==> src/rtl/wb_bram_ctrl_if.sv <==
// wb_bram_ctrl_if -- bundles the Wishbone slave port and the BRAM port-0 signals of
// wb_bram_ctrl.
//
//   wbs_stb_i, wbs_cyc_i, wbs_we_i : Wishbone strobe, cycle, write enable
//   wbs_sel_i  [3:0]               : byte lanes
//   wbs_dat_i  [31:0]              : write data
//   wbs_adr_i  [31:0]              : byte address
//   wbs_ack_o                      : one-cycle acknowledge
//   wbs_dat_o  [31:0]              : read data (zero when not acking a read)
//   bram_en_o                      : BRAM enable
//   bram_we_o  [3:0]               : BRAM byte write enables
//   bram_adr_o [31:0]              : BRAM byte address
//   bram_dat_o [31:0]              : BRAM write data
//   bram_dat_i [31:0]              : BRAM read data, valid one cycle after the address
//
// The slave modport is the controller side; the master modport is the bus master plus
// the BRAM model.
interface wb_bram_ctrl_if;
    logic        wbs_stb_i;
    logic        wbs_cyc_i;
    logic        wbs_we_i;
    logic [3:0]  wbs_sel_i;
    logic [31:0] wbs_dat_i;
    logic [31:0] wbs_adr_i;
    logic        wbs_ack_o;
    logic [31:0] wbs_dat_o;
    logic        bram_en_o;
    logic [3:0]  bram_we_o;
    logic [31:0] bram_adr_o;
    logic [31:0] bram_dat_o;
    logic [31:0] bram_dat_i;

    modport slave (
        input  wbs_stb_i, wbs_cyc_i, wbs_we_i, wbs_sel_i, wbs_dat_i, wbs_adr_i, bram_dat_i,
        output wbs_ack_o, wbs_dat_o, bram_en_o, bram_we_o, bram_adr_o, bram_dat_o
    );

    modport master (
        output wbs_stb_i, wbs_cyc_i, wbs_we_i, wbs_sel_i, wbs_dat_i, wbs_adr_i, bram_dat_i,
        input  wbs_ack_o, wbs_dat_o, bram_en_o, bram_we_o, bram_adr_o, bram_dat_o
    );
endinterface

==> src/rtl/wb_bram_ctrl.sv <==
// wb_bram_ctrl -- Wishbone slave in front of a BRAM, with a single 4-word line buffer.
//
// Read hits are served from the line buffer in two cycles. Read misses refill the whole
// 16-byte line from BRAM and writes go straight through to BRAM (merging into the line on
// a hit); both are acknowledged a fixed LATENCY cycles after acceptance.
//
// Ports:
//   wb_clk_i : clock, rising edge
//   wb_rst_i : asynchronous, active-high reset
//   inval_i  : single-cycle pulse, invalidates the line buffer
//   bus      : Wishbone slave + BRAM port-0 signals (wb_bram_ctrl_if.slave)
//
// Parameters:
//   BASE    : Wishbone window, compared with wbs_adr_i[31:20]
//   LATENCY : cycles from acceptance to ack for misses and writes (6..15)
module wb_bram_ctrl #(
    parameter logic [11:0] BASE    = 12'h380,
    parameter int unsigned LATENCY = 10
) (
    input  logic          wb_clk_i,
    input  logic          wb_rst_i,
    input  logic          inval_i,
    wb_bram_ctrl_if.slave bus
);

    // WAIT leaves on the edge where the counter reads LATENCY-1, so ack rises exactly
    // LATENCY edges after acceptance.
    localparam logic [3:0] LatLast  = 4'(LATENCY - 1);
    localparam logic [3:0] FillLast = 4'd4;

    typedef enum logic [2:0] {
        StIdle,
        StHit,
        StFill,
        StWr,
        StWait,
        StAck
    } state_e;

    state_e state_q, state_d;

    // Latched request.
    logic [31:0] adr_q;
    logic        we_q;
    logic [3:0]  sel_q;
    logic [31:0] dat_q;

    logic [3:0]  cnt_q, cnt_d;
    logic        line_valid_q, line_valid_d;
    logic        abort_q, abort_d;          // cyc dropped: finish quietly, no ack
    logic        fill_inval_q, fill_inval_d; // inval seen during the current fill

    logic [27:0] tag_q;
    logic [31:0] buf_q [4];

    logic        accept;
    logic        req_hit;
    logic        fill_issue;
    logic        fill_cap;
    logic        fill_last;
    logic        wr_merge;

    logic        buf_we;
    logic [1:0]  buf_idx;
    logic [31:0] buf_wdata;

    assign accept  = (state_q == StIdle) && bus.wbs_cyc_i && bus.wbs_stb_i &&
                     (bus.wbs_adr_i[31:20] == BASE);
    assign req_hit = line_valid_q && (tag_q == bus.wbs_adr_i[31:4]);

    // Fill: addresses issued while cnt is 0..3, data captured one cycle later (cnt 1..4).
    assign fill_issue = (state_q == StFill) && (cnt_q < FillLast);
    assign fill_cap   = (state_q == StFill) && (cnt_q != 4'd0);
    assign fill_last  = (state_q == StFill) && (cnt_q == FillLast);
    assign wr_merge   = (state_q == StWr) && line_valid_q && (tag_q == adr_q[31:4]) &&
                        !inval_i;

    // ---------------------------------------------------------------- state register
    always_ff @(posedge wb_clk_i or posedge wb_rst_i) begin
        if (wb_rst_i) begin
            state_q <= StIdle;
        end else begin
            state_q <= state_d;
        end
    end

    // ---------------------------------------------------------------- next state
    always_comb begin
        state_d = state_q;
        unique case (state_q)
            StIdle: begin
                if (accept) begin
                    if (bus.wbs_we_i) begin
                        state_d = StWr;
                    end else if (req_hit) begin
                        state_d = StHit;
                    end else begin
                        state_d = StFill;
                    end
                end
            end
            StHit:  state_d = StAck;
            StFill: if (fill_last) state_d = StWait;
            StWr:   state_d = StWait;
            StWait: if (cnt_q == LatLast) state_d = StAck;
            StAck:  state_d = StIdle;
            default: state_d = StIdle;
        endcase
    end

    // ---------------------------------------------------------------- outputs
    always_comb begin
        bus.wbs_ack_o  = 1'b0;
        bus.wbs_dat_o  = 32'h0;
        bus.bram_en_o  = 1'b0;
        bus.bram_we_o  = 4'h0;
        bus.bram_adr_o = 32'h0;
        bus.bram_dat_o = 32'h0;
        unique case (state_q)
            StFill: begin
                if (fill_issue) begin
                    bus.bram_en_o  = 1'b1;
                    bus.bram_adr_o = {adr_q[31:4], cnt_q[1:0], 2'b00};
                end
            end
            StWr: begin
                bus.bram_en_o  = 1'b1;
                bus.bram_we_o  = sel_q;
                bus.bram_adr_o = adr_q;
                bus.bram_dat_o = dat_q;
            end
            StAck: begin
                if (!abort_q) begin
                    bus.wbs_ack_o = 1'b1;
                    if (!we_q) begin
                        bus.wbs_dat_o = buf_q[adr_q[3:2]];
                    end
                end
            end
            default: ;
        endcase
    end

    // ---------------------------------------------------------------- control regs
    always_comb begin
        cnt_d = cnt_q;
        if (accept) begin
            cnt_d = 4'd0;
        end else if (state_q != StIdle) begin
            cnt_d = cnt_q + 4'd1;
        end
    end

    always_comb begin
        abort_d = abort_q;
        if (accept) begin
            abort_d = 1'b0;
        end else if ((state_q != StIdle) && (state_q != StAck) && !bus.wbs_cyc_i) begin
            abort_d = 1'b1;
        end
    end

    always_comb begin
        fill_inval_d = fill_inval_q;
        if (accept) begin
            fill_inval_d = 1'b0;
        end else if ((state_q == StFill) && inval_i) begin
            fill_inval_d = 1'b1;
        end
    end

    // inval_i has the last word, including over a same-cycle fill completion.
    always_comb begin
        line_valid_d = line_valid_q;
        if (fill_last) begin
            line_valid_d = !fill_inval_q;
        end
        if (inval_i) begin
            line_valid_d = 1'b0;
        end
    end

    always_ff @(posedge wb_clk_i or posedge wb_rst_i) begin
        if (wb_rst_i) begin
            cnt_q        <= 4'd0;
            line_valid_q <= 1'b0;
            abort_q      <= 1'b0;
            fill_inval_q <= 1'b0;
        end else begin
            cnt_q        <= cnt_d;
            line_valid_q <= line_valid_d;
            abort_q      <= abort_d;
            fill_inval_q <= fill_inval_d;
        end
    end

    // ---------------------------------------------------------------- datapath
    // Buffer write port: a fill capture or a byte-merged write hit (never both at once).
    always_comb begin
        buf_we    = 1'b0;
        buf_idx   = adr_q[3:2];
        buf_wdata = buf_q[adr_q[3:2]];
        if (fill_cap) begin
            buf_we    = 1'b1;
            buf_idx   = 2'(cnt_q - 4'd1);
            buf_wdata = bus.bram_dat_i;
        end else if (wr_merge) begin
            buf_we = 1'b1;
            for (int b = 0; b < 4; b++) begin
                if (sel_q[b]) begin
                    buf_wdata[8*b +: 8] = dat_q[8*b +: 8];
                end
            end
        end
    end

    // Request, tag and line data need no reset: line_valid_q and the FSM gate all use.
    always_ff @(posedge wb_clk_i) begin
        if (accept) begin
            adr_q <= bus.wbs_adr_i;
            we_q  <= bus.wbs_we_i;
            sel_q <= bus.wbs_sel_i;
            dat_q <= bus.wbs_dat_i;
        end
        if (fill_last) begin
            tag_q <= adr_q[31:4];
        end
        if (buf_we) begin
            buf_q[buf_idx] <= buf_wdata;
        end
    end

endmodule

==> src/flat_wrapper.sv <==
// flat-port wrapper written by rule: the top's interface ports become plain ports
module wb_bram_ctrl_flat 
#(
    parameter logic [11:0] BASE    = 12'h380,
    parameter int unsigned LATENCY = 10
)
  (wb_clk_i, wb_rst_i, inval_i, bus_wbs_stb_i, bus_wbs_cyc_i, bus_wbs_we_i, bus_wbs_sel_i, bus_wbs_dat_i, bus_wbs_adr_i, bus_bram_dat_i, bus_wbs_ack_o, bus_wbs_dat_o, bus_bram_en_o, bus_bram_we_o, bus_bram_adr_o, bus_bram_dat_o);
  wb_bram_ctrl_if bus_i ();
  input  logic wb_clk_i;
  input  logic wb_rst_i;
  input  logic inval_i;
  input wire logic [$bits(bus_i.wbs_stb_i)-1:0] bus_wbs_stb_i;
  input wire logic [$bits(bus_i.wbs_cyc_i)-1:0] bus_wbs_cyc_i;
  input wire logic [$bits(bus_i.wbs_we_i)-1:0] bus_wbs_we_i;
  input wire logic [$bits(bus_i.wbs_sel_i)-1:0] bus_wbs_sel_i;
  input wire logic [$bits(bus_i.wbs_dat_i)-1:0] bus_wbs_dat_i;
  input wire logic [$bits(bus_i.wbs_adr_i)-1:0] bus_wbs_adr_i;
  input wire logic [$bits(bus_i.bram_dat_i)-1:0] bus_bram_dat_i;
  output wire logic [$bits(bus_i.wbs_ack_o)-1:0] bus_wbs_ack_o;
  output wire logic [$bits(bus_i.wbs_dat_o)-1:0] bus_wbs_dat_o;
  output wire logic [$bits(bus_i.bram_en_o)-1:0] bus_bram_en_o;
  output wire logic [$bits(bus_i.bram_we_o)-1:0] bus_bram_we_o;
  output wire logic [$bits(bus_i.bram_adr_o)-1:0] bus_bram_adr_o;
  output wire logic [$bits(bus_i.bram_dat_o)-1:0] bus_bram_dat_o;
  assign bus_i.wbs_stb_i = bus_wbs_stb_i;
  assign bus_i.wbs_cyc_i = bus_wbs_cyc_i;
  assign bus_i.wbs_we_i = bus_wbs_we_i;
  assign bus_i.wbs_sel_i = bus_wbs_sel_i;
  assign bus_i.wbs_dat_i = bus_wbs_dat_i;
  assign bus_i.wbs_adr_i = bus_wbs_adr_i;
  assign bus_i.bram_dat_i = bus_bram_dat_i;
  assign bus_wbs_ack_o = bus_i.wbs_ack_o;
  assign bus_wbs_dat_o = bus_i.wbs_dat_o;
  assign bus_bram_en_o = bus_i.bram_en_o;
  assign bus_bram_we_o = bus_i.bram_we_o;
  assign bus_bram_adr_o = bus_i.bram_adr_o;
  assign bus_bram_dat_o = bus_i.bram_dat_o;
  wb_bram_ctrl #(.BASE(BASE), .LATENCY(LATENCY)) u_core (.wb_clk_i(wb_clk_i), .wb_rst_i(wb_rst_i), .inval_i(inval_i), .bus(bus_i));
endmodule
==> config.mk <==
export PLATFORM = sky130hd
export DESIGN_NAME = wb_bram_ctrl_flat
export DESIGN_NICKNAME = d
export VERILOG_FILES = /design/src/rtl/wb_bram_ctrl_if.sv /design/src/rtl/wb_bram_ctrl.sv /design/src/flat_wrapper.sv
export SDC_FILE = /design/constraint.sdc
export NUM_CORES = 1
export LEC_CHECK = 0
export CAP_MARGIN = 20
export CORE_UTILIZATION = 31
export DETAILED_ROUTE_END_ITERATION = 10
export MAX_ROUTING_LAYER = met4
export PLACE_DENSITY = 0.51
export SLEW_MARGIN = 20
export SYNTH_ARGS = -nofsm -noshare
export SYNTH_HDL_FRONTEND = slang
export SYNTH_SLANG_ARGS = --single-unit
==> constraint.sdc <==
create_clock -name wb_clk_i -period 9 [get_ports wb_clk_i]
set_clock_uncertainty 0.2 [all_clocks]
set_input_delay 1.35 -clock wb_clk_i [delete_from_list [all_inputs] [get_ports wb_clk_i]]
set_output_delay 1.35 -clock wb_clk_i [all_outputs]
set_load 0.05 [all_outputs]
==> metrics.md, run 1 <==
| Metric | Value |
|---|---|
| Result of the run | `finished, final reports clean` |
| Number of antenna violations at the first check in global routing | `3` |
| Type of the worst setup path | `reg2out` |
| Gate power share | `5.1%` |
| Final routed wirelength across all metal layers | `28,700 um` |
| Seq. cell area | `7050 um2` |
| Sw Share | `20.8%` |
| Synth Cell Area | `10,600 um2` |
| Share of synthesized flip-flops with an asynchronous set or reset | `4.22%` |
| Min Tclk post-route | `4790 ps` |
| Gr usage total | `16.4%` |
| Die width | `187 um` |
| Cells after synthesis | `714` |
| Starting density of the core | `31.6%` |
| Top-count cell post-synth | `edfxtp_1` |
| PostCTS Resize Cnt | `0` |
| Worst Path Buf+Inv | `2` |
| Portion of synthesized cell area occupied by the leading cell type | `63.5%` |
| Largest area contributor in the synthesized netlist | `edfxtp_1` |
| Largest fanout on the critical path | `42` |
| Die span in y | `187 um` |
| Reported net switching power | `0.000541 W` |
| Kind of cell adding the most delay to the critical path | `buffers and inverters` |
| Final Worst Setup Slack | `4210 ps` |
| Hold Fails Final Rpt | `0` |
| Standby leakage power | `4.73 nW` |
| Count of nets left with antenna violations after detail routing | `0` |
| Fraction of power consumed by the clock network | `47.4%` |
| Maximum vdd ir drop | `125 uV` |
| # Post-CTS Setup Buffers | `0` |
| Most instantiated flip-flop cell in the synthesis netlist | `edfxtp_1` |
| Highest achievable clock rate | `209 MHz` |
| Total iterations of the first detailed-routing run | `5` |
| Post-synth cell types | `45` |
| Startpoint types | `register` |
| Fin Setup TNS | `0 ps` |
| Worst path max stage delay | `830 ps` |
| Post-CTS Hold Fix Bufs | `0` |
| Half-perimeter wire length of the detailed placement result | `18,400 um` |
| Ratio of final minimum period to clock period | `53.3%` |
| Per-cell routed wire length | `20.7 um` |
| Flip-flop and latch count after synthesis | `237` |
| First-pass GRT wire length | `42,700 um` |
| GR Overflow Total | `0` |
| PortBufs | `207` |
| Buffers from clock root to sink, at most | `3` |
| Critical path arrival | `3240 ps` |
| Unrepaired setup endpoints after global routing | `false` |
| Core region area | `33,600 um2` |
| # setup viols final | `0` |
| Slowest stage cell on the critical path | `clkdlybuf4s50_1` |
| Reg clk slew, reported paths | `70 ps` |
| Ports | `208` |
| Syn avg cell area | `14.9 um2` |
| Area Overhead vs Synth | `33.5%` |
| Hold slack final | `249 ps` |
| Count of unresolved DRC violations after routing | `0` |
| Number of rows created at floorplan | `67` |
| Data required time of the worst path | `7450 ps` |
| Net total in the final layout | `1,022` |
| Number of buffers created by CTS | `28` |
| Vias in the first global route | `6,849` |
| Leading post-synthesis cells by instance count | `edfxtp_1 (225), and2_1 (85), nand2_1 (49), xnor2_1 (35), a31oi_1 (34)` |
| Cells traversed along the worst timing path | `and3b_2 -> nor2_2 -> buf_4 -> nor2b_1 -> clkdlybuf4s50_1` |
| Vias after detailed routing | `6,802` |
| Number of enable flip-flop cells after synthesis | `225` |
| Total number of yosys warnings | `0` |
| Pin count of the biggest net entering global routing | `66` |
| Class of the tightest hold or removal check | `reg2reg` |
| Routability congestion estimate from global placement | `0.756` |
| DRC violation total after the first TritonRoute iteration | `317` |
| H-tree depth | `1` |
| Maxcap violations | `0` |
| Internal power summed over all cells | `0.00206 W` |
| Setup slack at placement | `4590 ps` |
| Post-DP Area | `13,200 um2` |
| Relative contribution of sequential cells to total power | `47.4%` |
| Post-DR vias/cell | `4.91` |
| TritonCTS clock tree | `yes` |
| Normalized max-slew margin | `35.7%` |
| Post-Layout Cell Count | `1,386` |
| Cell area power density | `183 nW/um2` |
| Combined area of the multi-input logic cells | `3380 um2` |
| Number of placed instances with taps included | `1,331` |
| Die outline area | `35,100 um2` |
| Clock net sink count | `237` |
| Final Cell Area | `14,200 um2` |
| Clock tree root buffer cell | `clkbuf_16` |
| Post-Synthesis Net Count | `823` |
| Cell types occupying the most area after synthesis | `edfxtp_1 (64%), mux4_2 (6.8%), and2_1 (5.0%)` |
| Filler cells | `3,082` |
| Max-slew violations | `0` |
| Capturing element type of the critical path | `output pin` |
| Ratio of cells with drive above 1 in the final layout | `11.0%` |
| Measured slew at the worst slew-check pin | `961 ps` |
| Sequential fraction of the synthesis area | `66.2%` |
| Worst skew pair latency | `530 ps` |
cells in the final DEF, fill, tap and decap left out, types with 4 or more instances in the layout:
cell type	count
mux4_2	32
and2_0	17
nor4_1	4
nor3_1	5
and3_1	9
nor2b_1	31
inv_1	4
and2_1	85
a21oi_1	4
clkinv_2	4
nor2_1	10
nand3_1	4
clkbuf_16	29
xor2_1	19
o21ai_0	5
a221o_1	32
xnor2_1	35
a31oi_1	34
bufinv_16	7
nand4_1	12
edfxtp_1	225
dfrtp_1	10
buf_4	9
clkdlybuf4s50_1	207
clkinv_1	6
nand2_1	46
metrics by stage:
| stage | power, W | util, % |
|---|---|---|
| 6_report | 0.00260 | 42.3 |
| 2_1_floorplan | 0.00132 | - |
| 5_1_grt | 0.00269 | 42.3 |
| 4_1_cts | 0.00263 | 42.2 |
| 3_5_place_dp | 0.00139 | 39.2 |
| 3_3_place_gp | 0.00139 | 39.1 |
final cells by class:
cell class              count  share of cell area, %
flip-flops and latches    237                   49.6
multi-input cells         424                   23.8
repair buffers            217                   15.3
clock buffers              32                   5.19
well taps                 448                   3.95
clock inverters            20                   1.97
inverters                   5                  0.141
diodes                      3                 0.0528
logic make-up (layout without fill, tap and decap cells):
| family | count (synthesis) | count (layout) | share of synthesized area [%] |
|---|---|---|---|
| and+or+nand+nor | 250 | 250 | 13.6 |
| AOI/OAI and AO/OA | 85 | 85 | 6.13 |
| muxes | 32 | 32 | 6.77 |
| buffers and inverters | 53 | 274 | 2.45 |
| other | 0 | 3 | 0 |
| adders and majority gates | 3 | 3 | 0.353 |
| DFF | 237 | 237 | 66.2 |
| xor gates and xnor gates | 54 | 54 | 4.45 |
routing by layer:
metal  part of all wire [%]  GRT usage, %
met2                     46          25.3
met5                      0             -
met1                     45          22.1
met4                    1.9          3.69
met3                    7.1          3.62
state kept, by name (all words and copies together), names as in the netlist, named ones only:
name	count
u_core.line_valid_q	1
u_core.dat_q	32
u_core.we_q	1
u_core.fill_inval_q	1
u_core.cnt_q	4
u_core.state_q	3
u_core.buf_q	128
u_core.tag_q	28
u_core.sel_q	4
u_core.adr_q	32
u_core.abort_q	1
path summary, 6_finish.rpt:
kind / startpoint / endpoint / slack, ps / depth (start not counted)
max: u_core.state_q[0] / bus_bram_adr_o[26] / 4210 / 5
min: u_core.fill_inval_q / u_core.line_valid_q / 250 / 1
max reg2reg: u_core.state_q[0] / u_core.buf_q[0][2] / 5210 / 6
min reg2reg: u_core.fill_inval_q / u_core.line_valid_q / 250 / 1
max in group asynchronous: wb_rst_i / u_core.state_q[2] / 7400 / 2
min in group asynchronous: wb_rst_i / u_core.fill_inval_q / 910 / 2
power by group through the flow:
stage               clock, W  combinational (W)  sequential (W)
finish               0.00124           0.000133         0.00124
global route         0.00130           0.000146         0.00124
CTS                  0.00126           0.000135         0.00124
detailed placement         0           0.000134         0.00126
global placement           0           0.000135         0.00126
floorplan                  0          0.0000759         0.00124
worst reg2reg max path: stages, from the launching register on:
cell and delay, ps:
dfrtp_1 510, and3b_2 790, nand2_1 260, nor3_4 230
buf_4 490, nand4_1 180, nand2_2 740
Power figures use the tool's default switching activity.
==> run 2, diff against run 1 <==
Clock period 9 ns to 4.9 ns, I/O delays scaled along.
==> metrics.md, run 2 (same netlist as run 1, synthesis figures left out) <==
| Metric | Value |
|---|---|
| Data required time of the worst path | `3960 ps (-3490 ps)` |
| PostCTS Resize Cnt | `0 (unchanged)` |
| Leading cell types in the layout, fill and taps excluded | `edfxtp_1 (225), clkdlybuf4s50_1 (207), and2_1 (85), nand2_1 (46), xnor2_1 (35)` |
| Ratio of final minimum period to clock period | `84.2%` |
| Vias after detailed routing | `6,702 (-1.5%)` |
| Max FFs per register | `128 (unchanged)` |
| Worst path max stage delay | `830 ps (about the same)` |
| Count of nets left with antenna violations after detail routing | `0 (unchanged)` |
| Critical path arrival | `3190 ps (-50 ps)` |
| Routability congestion estimate from global placement | `0.763 (+1.0%)` |
| Pin count of the biggest net entering global routing | `62 (-6.1%)` |
| Number of buffers created by CTS | `28 (unchanged)` |
| Most frequent standard cell in the layout excluding fill and tap cells | `edfxtp_1` |
| Number of rows created at floorplan | `67 (unchanged)` |
| Total chip power | `0.00443 W (+70%)` |
| Maximum vdd ir drop | `332 uV (+170%)` |
| Normalized max-slew margin | `33.7% (-2.0 points)` |
| Core region area | `33,600 um2 (unchanged)` |
| Maxcap violations | `0 (unchanged)` |
| Hold Fails Final Rpt | `0 (unchanged)` |
| Starting density of the core | `31.6% (unchanged)` |
| H-tree depth | `1 (unchanged)` |
| Class of the tightest hold or removal check | `reg2reg` |
| Reg clk slew, reported paths | `60 ps (about the same)` |
| Max-slew violations | `0 (unchanged)` |
| Post-CTS Hold Fix Bufs | `0 (unchanged)` |
| Filler cells | `3,095 (+0.42%)` |
| Cell area power density | `315 nW/um2 (+72%)` |
| Worst skew pair latency | `540 ps (about the same)` |
| Most flop-heavy register | `u_core.buf_q` |
| Area Overhead vs Synth | `32.2%` |
| Count of unresolved DRC violations after routing | `0 (unchanged)` |
| Setup slack at placement | `1290 ps (-3300 ps)` |
| Standby leakage power | `4.68 nW (-1.1%)` |
| Ports | `208 (unchanged)` |
| Clock net sink count | `237 (unchanged)` |
| Final routed wirelength across all metal layers | `28,700 um (+0.14%)` |
| Die width | `187 um (unchanged)` |
| Fin Setup TNS | `0 ps (unchanged)` |
| First-pass GRT wire length | `43,600 um (+2.1%)` |
| # Post-CTS Setup Buffers | `0 (unchanged)` |
| Largest fanout on the critical path | `17 (-60%)` |
| Startpoint types | `register` |
| Final Worst Setup Slack | `773 ps (-3430 ps)` |
| Clock tree root buffer cell | `clkbuf_16` |
| Cells traversed along the worst timing path | `or3b_1 -> nor3_2 -> nor2_2 -> buf_4 -> nor2b_1 -> clkdlybuf4s50_1` |
| # setup viols final | `0 (unchanged)` |
| Net total in the final layout | `1,027 (+0.49%)` |
| TritonCTS clock tree | `yes` |
| Post-Layout Cell Count | `1,388 (+0.14%)` |
| DRC violation total after the first TritonRoute iteration | `344 (+8.5%)` |
| Die outline area | `35,100 um2 (unchanged)` |
| Gr usage total | `16.7% (+0.26 points)` |
| PortBufs | `207 (unchanged)` |
| Ratio of cells with drive above 1 in the final layout | `10.9% (-0.14 points)` |
| Result of the run | `finished, final reports clean` |
| GR Overflow Total | `0 (unchanged)` |
| Capturing element type of the critical path | `output pin` |
| Unrepaired setup endpoints after global routing | `false` |
| Number of antenna violations at the first check in global routing | `2 (-1)` |
| Measured slew at the worst slew-check pin | `991 ps (+30.6 ps)` |
| Post-DR vias/cell | `4.83 (-1.6%)` |
| Buffers from clock root to sink, at most | `3 (unchanged)` |
| Slowest stage cell on the critical path | `clkdlybuf4s50_1` |
| Kind of cell adding the most delay to the critical path | `simple AND/OR/NAND/NOR gates` |
| Vias in the first global route | `7,180 (+4.8%)` |
| Min Tclk post-route | `4130 ps` |
| Type of the worst setup path | `reg2out` |
| Highest achievable clock rate | `242 MHz` |
| Total iterations of the first detailed-routing run | `4 (-1)` |
| Number of placed instances with taps included | `1,336 (+0.38%)` |
| Half-perimeter wire length of the detailed placement result | `18,900 um (+2.7%)` |
| Worst Path Buf+Inv | `2 (unchanged)` |
| Per-cell routed wire length | `20.7 um (about the same)` |
| Regs by FF count | `u_core.buf_q (128), u_core.adr_q (32), u_core.dat_q (32)` |
| Die span in y | `187 um (unchanged)` |
run 2: area by class of cell:
cell class                      count  area [um2]  area share (%)
Sequential cell                   237        7050            50.1
Antenna cell                        2        5.00          0.0356
Multi-Input combinational cell    424        3380            24.0
Timing Repair Buffer              222        2210            15.7
Inverter                            5        20.0           0.142
Clock buffer                       35         727            5.17
Tap cell                          448         561            3.98
Clock inverter                     15         114           0.809
run 2: worst paths after layout:
kind                                startpoint                   to  slack, ps  cells past startpoint
max                          u_core.state_q[0]    bus_bram_adr_o[5]        770                      6
min                        u_core.fill_inval_q  u_core.line_valid_q        280                      1
max reg2reg                  u_core.state_q[2]   u_core.buf_q[2][1]       1540                      8
min reg2reg                u_core.fill_inval_q  u_core.line_valid_q        280                      1
max in group asynchronous             wb_rst_i      u_core.cnt_q[0]       3910                      2
min in group asynchronous             wb_rst_i    u_core.state_q[1]        290                      2
run 2: power by group:
part	internal, W	total, W	switching, W	leakage [nW]
Sequential	0.00222	0.00227	0.0000501	2.16
Combinational	0.000131	0.000243	0.000112	2.11
Clock	0.00110	0.00192	0.000818	0.408
Total	0.00345	0.00443	0.000980	4.68
run 2: metal layers:
layer,track usage [%],vias up,wire (um)
met2,26.5,221,13500
met4,3.63,0,499
met5,-,-,0
met1,21.9,3308,12900
li1,-,3136,-
met3,3.66,37,1830
run 2: stage by stage:
stage | util, % | hold WS, ps | cell area, um2
floorplan | - | 220 | 10600
global placement | 39.3 | 267 | 13200
detailed placement | 39.3 | 248 | 13200
CTS | 41.8 | 278 | 14100
global route | 41.9 | 302 | 14100
finish | 41.9 | 278 | 14100
==> run 3, diff against run 2 <==
Clock period 4.9 ns to 4.2 ns, I/O delays scaled along.
==> metrics.md, run 3 (same netlist as run 1, synthesis figures left out) <==
| Metric | Value |
|---|---|
| Ratio of cells with drive above 1 in the final layout | `11.9% (+1.0 points)` |
| GR Overflow Total | `0 (unchanged)` |
| Count of unresolved DRC violations after routing | `0 (unchanged)` |
| Capture point of the critical path | `bus_wbs_dat_o[0]` |
| Total iterations of the first detailed-routing run | `5 (+1)` |
| Maxcap violations | `0 (unchanged)` |
| Hold Fails Final Rpt | `0 (unchanged)` |
| Number of buffers created by CTS | `27 (-3.6%)` |
| Standby leakage power | `4.75 nW (+1.5%)` |
| Half-perimeter wire length of the detailed placement result | `19,100 um (+1.5%)` |
| First-pass GRT wire length | `43,800 um (+0.43%)` |
| Startpoint types | `register` |
| Vias after detailed routing | `6,810 (+1.6%)` |
| Min Tclk post-route | `3950 ps` |
| Most frequent standard cell in the layout excluding fill and tap cells | `edfxtp_1` |
| Routability congestion estimate from global placement | `0.792 (+3.8%)` |
| Per-cell routed wire length | `20.7 um (+0.20%)` |
| Regs by FF count | `u_core.buf_q (128), u_core.adr_q (32), u_core.dat_q (32)` |
| Capturing element type of the critical path | `output pin` |
| Starting density of the core | `31.6% (unchanged)` |
| Leading cell types in the layout, fill and taps excluded | `edfxtp_1 (225), clkdlybuf4s50_1 (205), and2_1 (85), nand2_1 (46), xnor2_1 (35)` |
| Number of rows created at floorplan | `67 (unchanged)` |
| Vias in the first global route | `7,130 (-0.70%)` |
| # setup viols final | `0 (unchanged)` |
| Net total in the final layout | `1,031 (+0.39%)` |
| Ports | `208 (unchanged)` |
| Class of the tightest hold or removal check | `in2async` |
| Largest fanout on the critical path | `32 (+15)` |
| Result of the run | `finished, final reports clean` |
| Pin count of the biggest net entering global routing | `65 (+4.8%)` |
| Highest achievable clock rate | `253 MHz` |
| Clock tree root buffer cell | `clkbuf_16` |
| Post-DR vias/cell | `4.89 (+1.3%)` |
| Reg2reg end | `u_core.buf_q[1][1]` |
| # Post-CTS Setup Buffers | `0 (unchanged)` |
| Most flop-heavy register | `u_core.buf_q` |
| Post-CTS Hold Fix Bufs | `0 (unchanged)` |
| Unrepaired setup endpoints after global routing | `false` |
| Setup slack of the worst register-to-register path | `1090 ps (-450 ps)` |
| Final routed wirelength across all metal layers | `28,900 um (+0.49%)` |
| Critical path arrival | `3120 ps (-70 ps)` |
| Gr usage total | `16.9% (+0.19 points)` |
| Fin Setup TNS | `0 ps (unchanged)` |
| Number of antenna violations at the first check in global routing | `2 (unchanged)` |
| H-tree depth | `1 (unchanged)` |
| PostCTS Resize Cnt | `0 (unchanged)` |
| Worst skew pair latency | `530 ps (about the same)` |
| Count of nets left with antenna violations after detail routing | `0 (unchanged)` |
| Die outline area | `35,100 um2 (unchanged)` |
| Count of cells along the worst register-to-register path | `6 (-2)` |
| Buffers from clock root to sink, at most | `3 (unchanged)` |
| Die span in y | `187 um (unchanged)` |
| Reg-to-Reg Start | `u_core.state_q[0]` |
| Ratio of final minimum period to clock period | `94.0%` |
| Final core utilization | `42.3% (+0.44 points)` |
| Reg clk slew, reported paths | `60 ps (about the same)` |
| Maximum vdd ir drop | `327 uV (-1.5%)` |
| DRC violation total after the first TritonRoute iteration | `436 (+27%)` |
| Area Overhead vs Synth | `33.6%` |
| Clock net sink count | `237 (unchanged)` |
| Data required time of the worst path | `3370 ps (-590 ps)` |
| Max-slew violations | `0 (unchanged)` |
| CP Launch Point | `u_core.state_q[1]` |
| PortBufs | `207 (unchanged)` |
| Cell area power density | `373 nW/um2 (+19%)` |
| Measured slew at the worst slew-check pin | `873 ps (-118 ps)` |
| Die width | `187 um (unchanged)` |
| Core region area | `33,600 um2 (unchanged)` |
| Max FFs per register | `128 (unchanged)` |
| Normalized max-slew margin | `41.8% (+8.1 points)` |
| Type of the worst setup path | `reg2out` |
| TritonCTS clock tree | `yes` |
[run 3: stage by stage]
step	instances	cell area, um2	hold slack [ps]	worst slack (ps)	power (W)
CTS	1389	14200	173	145	0.00537
global route	1392	14200	198	27.0	0.00551
finish	1392	14200	189	251	0.00530
detailed placement	1340	13300	248	767	0.00298
global placement	1340	13300	248	733	0.00298
floorplan	714	10600	220	476	0.00282
[run 3: critical path: stages, from the launching register on]
cell and delay [ps]:
dfrtp_1 450, nand2b_1 190, nor3b_1 390, nor2b_2 210
buf_4 330, and2_1 210, clkdlybuf4s50_1 810
[run 3: metal layers]
layer | GRT usage [%] | routed length (um) | up-vias
met5 | - | 0 | -
met4 | 4.32 | 573 | 0
met3 | 3.73 | 1840 | 38
met2 | 26.4 | 13600 | 224
met1 | 22.2 | 12900 | 3401
li1 | - | - | 3147
[run 3: how the worst min path moves through the flow]
| stage | startpoint | to | cells past startpoint |
|---|---|---|---|
| after floorplan | u_core.fill_inval_q | u_core.line_valid_q | 1 |
| after global placement | u_core.fill_inval_q | u_core.line_valid_q | 1 |
| after detailed placement | u_core.fill_inval_q | u_core.line_valid_q | 1 |
| after CTS | wb_rst_i | u_core.fill_inval_q | 2 |
| after global routing | wb_rst_i | u_core.fill_inval_q | 2 |
| final | wb_rst_i | u_core.fill_inval_q | 2 |
[run 3: final cells by class]
class	instances	area (um2)
Tap cell	448	561
Multi-Input combinational cell	424	3380
Inverter	5	20.0
Antenna cell	2	5.00
Clock buffer	38	767
Timing Repair Buffer	227	2300
Clock inverter	11	131
Fill cell	3132	19400
Sequential cell	237	7050
[run 3: where the power goes]
part | switching (W) | internal, W | total (W)
Clock | 0.000922 | 0.00145 | 0.00237
Combinational | 0.000135 | 0.000153 | 0.000288
Sequential | 0.0000600 | 0.00259 | 0.00265
Total | 0.00112 | 0.00419 | 0.00530
